$ cat src/rtl/k005297_z14seq.sv
// Z14 (CRC14) lock-acquisition sequencer: arms on slot-0, shifts one supplementary loop, checks the syndrome, retries.
// Optional watchdog on a starved SHIFT phase is enabled by defining K005297_Z14SEQ_WDT_EN.
module k005297_z14seq #(
    parameter int LOOP_BITS = 584,
    parameter int MAX_RETRY = 3,
    parameter int WDT_TICKS = 1024
) (
    input  logic       i_MCLK,
    input  logic       i_SYS_RST,
    input  logic       i_CLK2M_PCEN_n,
    input  logic       i_ROT20_n0,
    input  logic       i_LOCK_REQ,
    input  logic       i_BIT_VALID,
    input  logic       i_Z14_n,
    input  logic       i_TIMEOVER_n,
    output logic       o_ACQ_START,
    output logic       o_DLCNT_START_n,
    output logic       o_SUPBDLCNTR_CNT,
    output logic       o_SUPBD_END_n,
    output logic       o_Z14_ERR_n,
    output logic       o_LOCKED,
    output logic       o_LOCK_FAIL,
    output logic [1:0] o_RETRY_CNT,
    output logic       o_WDT_TRIP
);

    localparam int BW = $clog2(LOOP_BITS);
    localparam int RW = (MAX_RETRY < 4) ? 2 : $clog2(MAX_RETRY + 1);

    typedef enum logic [2:0] {
        S_IDLE,
        S_ARM,
        S_SHIFT,
        S_SETTLE,
        S_CHECK,
        S_LOCKED,
        S_FAIL
    } state_t;

    state_t        state, state_nx;
    logic [BW-1:0] bit_cnt, bit_cnt_nx;
    logic [RW-1:0] retry_cnt, retry_cnt_nx;
    logic          acq_q, acq_nx;
    logic          dlcnt_n_q, dlcnt_n_nx;
    logic          end_n_q, end_n_nx;
    logic          err_n_q, err_n_nx;
    logic          tick;
    logic          abort;
    logic          wdt_expire;

    assign tick  = ~i_CLK2M_PCEN_n;
    assign abort = ~i_LOCK_REQ &&
                   (state inside {S_ARM, S_SHIFT, S_SETTLE, S_CHECK, S_LOCKED});

    always_ff @(posedge i_MCLK) begin
        if (i_SYS_RST) begin
            state     <= S_IDLE;
            bit_cnt   <= '0;
            retry_cnt <= '0;
            acq_q     <= 1'b0;
            dlcnt_n_q <= 1'b1;
            end_n_q   <= 1'b1;
            err_n_q   <= 1'b1;
        end else if (tick) begin
            state     <= state_nx;
            bit_cnt   <= bit_cnt_nx;
            retry_cnt <= retry_cnt_nx;
            acq_q     <= acq_nx;
            dlcnt_n_q <= dlcnt_n_nx;
            end_n_q   <= end_n_nx;
            err_n_q   <= err_n_nx;
        end
    end

    always_comb begin
        state_nx     = state;
        bit_cnt_nx   = bit_cnt;
        retry_cnt_nx = retry_cnt;
        acq_nx       = 1'b0;
        dlcnt_n_nx   = 1'b1;
        end_n_nx     = 1'b1;
        err_n_nx     = 1'b1;

        case (state)
            S_IDLE: begin
                if (i_LOCK_REQ) begin
                    state_nx     = S_ARM;
                    retry_cnt_nx = '0;
                end
            end
            S_ARM: begin
                if (!i_ROT20_n0) begin
                    acq_nx     = 1'b1;
                    dlcnt_n_nx = 1'b0;
                    bit_cnt_nx = '0;
                    state_nx   = S_SHIFT;
                end
            end
            S_SHIFT: begin
                if (wdt_expire) begin
                    err_n_nx = 1'b0;
                    state_nx = S_FAIL;
                end else if (i_BIT_VALID) begin
                    if (bit_cnt == BW'(LOOP_BITS - 1)) begin
                        end_n_nx = 1'b0;
                        state_nx = S_SETTLE;
                    end else begin
                        bit_cnt_nx = bit_cnt + 1'b1;
                    end
                end
            end
            S_SETTLE: state_nx = S_CHECK;
            S_CHECK: begin
                if (!i_Z14_n) begin
                    state_nx = S_LOCKED;
                end else begin
                    retry_cnt_nx = retry_cnt + 1'b1;
                    if (retry_cnt_nx == RW'(MAX_RETRY)) begin
                        err_n_nx = 1'b0;
                        state_nx = S_FAIL;
                    end else begin
                        state_nx = S_ARM;
                    end
                end
            end
            S_LOCKED: begin
                if (!i_TIMEOVER_n) begin
                    err_n_nx     = 1'b0;
                    state_nx     = S_IDLE;
                    bit_cnt_nx   = '0;
                    retry_cnt_nx = '0;
                end
            end
            S_FAIL: begin
                if (!i_LOCK_REQ) begin
                    state_nx     = S_IDLE;
                    bit_cnt_nx   = '0;
                    retry_cnt_nx = '0;
                end
            end
            default: state_nx = S_IDLE;
        endcase

        // Request withdrawal overrides everything; only a held lock is told to drop via ERR.
        if (abort) begin
            state_nx     = S_IDLE;
            bit_cnt_nx   = '0;
            retry_cnt_nx = '0;
            acq_nx       = 1'b0;
            dlcnt_n_nx   = 1'b1;
            end_n_nx     = 1'b1;
            err_n_nx     = (state == S_LOCKED) ? 1'b0 : 1'b1;
        end
    end

`ifdef K005297_Z14SEQ_WDT_EN
    localparam int WW = $clog2(WDT_TICKS + 1);

    logic [WW-1:0] wdt_cnt;
    logic          wdt_trip_q;

    assign wdt_expire = (state == S_SHIFT) && !i_BIT_VALID &&
                        (wdt_cnt == WW'(WDT_TICKS - 1));

    always_ff @(posedge i_MCLK) begin
        if (i_SYS_RST) begin
            wdt_cnt    <= '0;
            wdt_trip_q <= 1'b0;
        end else if (tick) begin
            if (state != S_SHIFT || i_BIT_VALID)
                wdt_cnt <= '0;
            else
                wdt_cnt <= wdt_cnt + 1'b1;
            if (state == S_IDLE && i_LOCK_REQ)
                wdt_trip_q <= 1'b0;
            else if (wdt_expire && i_LOCK_REQ)
                wdt_trip_q <= 1'b1;
        end
    end

    assign o_WDT_TRIP = wdt_trip_q;
`else
    assign wdt_expire = 1'b0;
    assign o_WDT_TRIP = 1'b0;
`endif

    assign o_ACQ_START      = acq_q;
    assign o_DLCNT_START_n  = dlcnt_n_q;
    assign o_SUPBDLCNTR_CNT = (state == S_SHIFT) && i_BIT_VALID;
    assign o_SUPBD_END_n    = end_n_q;
    assign o_Z14_ERR_n      = err_n_q;
    assign o_LOCKED         = (state == S_LOCKED);
    assign o_LOCK_FAIL      = (state == S_FAIL);
    assign o_RETRY_CNT      = (retry_cnt > RW'(3)) ? 2'd3 : retry_cnt[1:0];

endmodule

$ cat config.mk
export PLATFORM = sky130hd
export DESIGN_NAME = k005297_z14seq
export DESIGN_NICKNAME = d
export VERILOG_FILES = /design/src/rtl/k005297_z14seq.sv
export SDC_FILE = /design/constraint.sdc
export NUM_CORES = 1
export LEC_CHECK = 0
export BUFFER_PORTS_ARGS = -buffer_cell sky130_fd_sc_hd__buf_2
export CAP_MARGIN = 20
export CORE_MARGIN = 2
export CORE_UTILIZATION = 55
export CTS_BUF_LIST = sky130_fd_sc_hd__clkbuf_16
export DETAILED_ROUTE_END_ITERATION = 8
export PLACE_DENSITY = 0.8
export RECOVER_POWER = 25
export SETUP_SLACK_MARGIN = 0.1
export SLEW_MARGIN = 10
export SYNTH_ARGS = -nofsm -noshare
export SYNTH_HDL_FRONTEND = slang
export SYNTH_SLANG_ARGS = --single-unit
$ cat constraint.sdc
create_clock -name i_MCLK -period 2.4 [get_ports i_MCLK]
set_clock_uncertainty 0.2 [all_clocks]
set_input_delay 0.36 -clock i_MCLK [delete_from_list [all_inputs] [get_ports i_MCLK]]
set_output_delay 0.36 -clock i_MCLK [all_outputs]
set_load 0.1 [all_outputs]
==> results.txt <==
status: complete, no violations
Crit path arrival time: 1.65 ns
Critical Path Start Type: flip-flop
Worst Path Class, Setup: flip-flop to output port
Distinct cells, synth: 50
#FFs+latches synth: 19
Yosys top cell by area: dfxtp_1
initial antenna violation count: 0
Post-Syn Nets: 170
post-detailed-route wirelength per cell: 15.2 um
Slew Limit Fails: 0
crit path max fanout: 15
die footprint: 0.00262 mm^2
asr flop ratio synth: 0%
post-CTS setup buffer count: 0
worst skew pair latency: 0.25 ns
H-tree Lvls: 1
WL final: 3020 um
family with the most delay on the worst path: flip-flops
share of the synthesized area in the top cell type: 31.1%
Leak Pwr: 0.519 nW
max incr delay on CP: 0.58 ns
starting density of the core: 57.0%
slowest CP cell: dfxtp_1
die height: 51.2 um
Synth Warn #: 0
fraction of layout cells with a size suffix above 1: 14.6%
DRT antenna net count: 0
minimum period implied by the final worst setup slack: 2.21 ns
RSZ-0062 raised after global routing: yes
slew of the pin with the lowest slew margin: 1.18 ns
Syn Std Cell Area: 0.00122 mm^2
I/O pin total: 18
Power Dens Cells: 553 mW/mm^2
EDFF count, synth: 0
max_cap viols: 0
fillers: 181
CTS tree: done
Starting DRT DRC Count: 82
Synth Area per Inst: 7.66 um^2
area of the multi-input gates: 777 um^2
total core area: 0.00215 mm^2
FMAX: 452 MHz
r2r setup slk: 0.32 ns
critical-path cell list: nor2b_1 > and2_1 > clkbuf_4
gpl congestion: 0.905
register area share after synthesis: 31.1%
Worst setup EP type: output port
CTS Buf Count: 3
ant diodes: 0
Final Hold Viols: 0
Residual DRC: 0
Remaining Overflow, GRT: 0
main flop type after synthesis: dfxtp_1
vias per std cell: 6.38
Synth area leaders: dfxtp_1 31%, a21oi_1 6.5%, nand2_1 4.6%, nor2_1 4.0%, mux2i_1 3.3%
Layout area overhead: 13.0%
Final WS setup: 0.186 ns
DP HPWL: 2090 um
CP Buf/Inv Count: 1
Max Root-Sink Buffers: 2
Mapped Cells: 160
pre-CTS WS: 0.265 ns
peak supply drop: 0.000448 V
Storage cell area: 382 um^2
Die W: 51.2 um
global-route wire length before repair: 4940 um
post-route setup TNS: 0 ns
Cell Rows: 17
clock-pin slew on the worst setup and hold paths: 0.05 ns
nets@finish: 182
crit share post-route: 92.2%
required arrival time at the worst endpoint: 1.84 ns
Final Setup Violations: 0
path type of the worst min-delay path: flip-flop to flip-flop
detailed-route via count: 1269
root buf cell: clkbuf_16
number of global-route vias before repair: 1107
Total GRT Usage: 24.7%
port buffer count: 16
largest net degree at the start of global routing: 20
Detailed Routing Iterations Pass 1: 4
slew margin rel.: 21.7%
clk sinks: 19
-- placed cells by master (no fill, tap or decap), types with 3 or more instances in the layout --
| cell type | instances |
|---|---|
| a21o_1 | 3 |
| a21oi_1 | 16 |
| buf_2 | 10 |
| clkbuf_1 | 5 |
| clkbuf_16 | 3 |
| dfxtp_1 | 18 |
| inv_1 | 7 |
| mux2i_1 | 4 |
| nand2_1 | 15 |
| nand2b_1 | 4 |
| nand3_1 | 5 |
| nand3b_1 | 3 |
| nand4_1 | 5 |
| nand4b_1 | 3 |
| nor2_1 | 12 |
| nor2b_1 | 4 |
| o21ai_0 | 8 |
-- worst register-to-register path: stages, from the launching register on --
cell and delay [ns]:
dfxtp_1 0.39, ha_1 0.25, nand4bb_1 0.15, or3_1 0.48, or2_4 0.28, nor3_1 0.14
o21ai_1 0.08
-- metal layers --
layer,vias to the layer above,GRT usage (%),wire length (um)
met4,0,8.56,20
met1,592,34.2,1380
met3,6,5.85,236
met5,-,0,0
li1,608,-,-
met2,63,37.4,1390
-- path summary, 6_finish.rpt --
kind,from,to,cells after the start
worst max register to register,bit_cnt[0]$_SDFFE_PP0P_,o_SUPBD_END_n$_SDFFE_PP1N_,6
worst min register to register,o_ACQ_START$_SDFFE_PP0N_,o_ACQ_START$_SDFFE_PP0N_,2
worst max-delay path,state[2]$_SDFFE_PP0P_,o_LOCKED,3
worst min-delay path,o_ACQ_START$_SDFFE_PP0N_,o_ACQ_START$_SDFFE_PP0N_,2
-- what timing repair did --
action                                  CTS  global route
gates resized for setup                   0             2
hold buffers                              0             0
endpoints found under the setup margin    0             5
-- logic make-up (layout without fill, tap and decap cells) --
family | Yosys count | count (layout) | share of synthesized area (%)
muxes | 4 | 4 | 3.27
other | 1 | 1 | 0.306
and+or+nand+nor | 71 | 71 | 33.3
DFF | 19 | 19 | 31.1
buffers and inverters | 17 | 28 | 5.72
AOI/OAI and AO/OA | 46 | 46 | 24.3
adders and majority gates | 2 | 2 | 2.04
-- final cells by class --
| type | count | share of cell area, % |
|---|---|---|
| clock buffer | 3 | 5.42 |
| clock inverter | 1 | 0.362 |
| inverter | 7 | 1.90 |
| multi-input combinational | 124 | 56.1 |
| sequential | 19 | 27.6 |
| tap | 28 | 2.53 |
| timing repair buffer | 17 | 6.06 |
-- report_power, final --
part | leakage, nW | total (mW) | switching (mW) | internal (mW)
combinational | 0.324 | 0.0864 | 0.0587 | 0.0277
clock | 0.0409 | 0.349 | 0.125 | 0.224
sequential | 0.154 | 0.329 | 0.00999 | 0.319
-- Yosys cell counts (3+ instances only) --
cell / number
a21o_1: 3
a21oi_1: 16
clkbuf_1: 5
dfxtp_1: 19
inv_1: 7
mux2i_1: 4
nand2_1: 15
nand2b_1: 4
nand3_1: 5
nand3b_1: 3
nand4_1: 5
nand4b_1: 3
nor2_1: 13
nor2b_1: 4
o21ai_0: 8
-- stage by stage --
| stage | instance area, um^2 | cells | total power [mW] | utilization (%) | hold WS [ns] |
|---|---|---|---|---|---|
| 2_1_floorplan | 1230 | 160 | 0.403 | - | 0.253 |
| 5_1_grt | 1380 | 199 | 0.786 | 64.4 | 0.290 |
| 6_report | 1380 | 199 | 0.765 | 64.4 | 0.266 |
| 3_5_place_dp | 1310 | 195 | 0.420 | 60.8 | 0.257 |
| 4_1_cts | 1390 | 199 | 0.764 | 64.5 | 0.266 |
| 3_3_place_gp | 1310 | 195 | 0.418 | 60.8 | 0.251 |
-- flip-flops by register name, indices dropped and copies added (netlist names) --
name	count
o_SUPBD_END_n	1
retry_cnt	2
o_Z14_ERR_n	1
state	3
o_ACQ_START	1
bit_cnt	10
o_DLCNT_START_n	1
No activity file was read; power rests on OpenSTA's default activity.
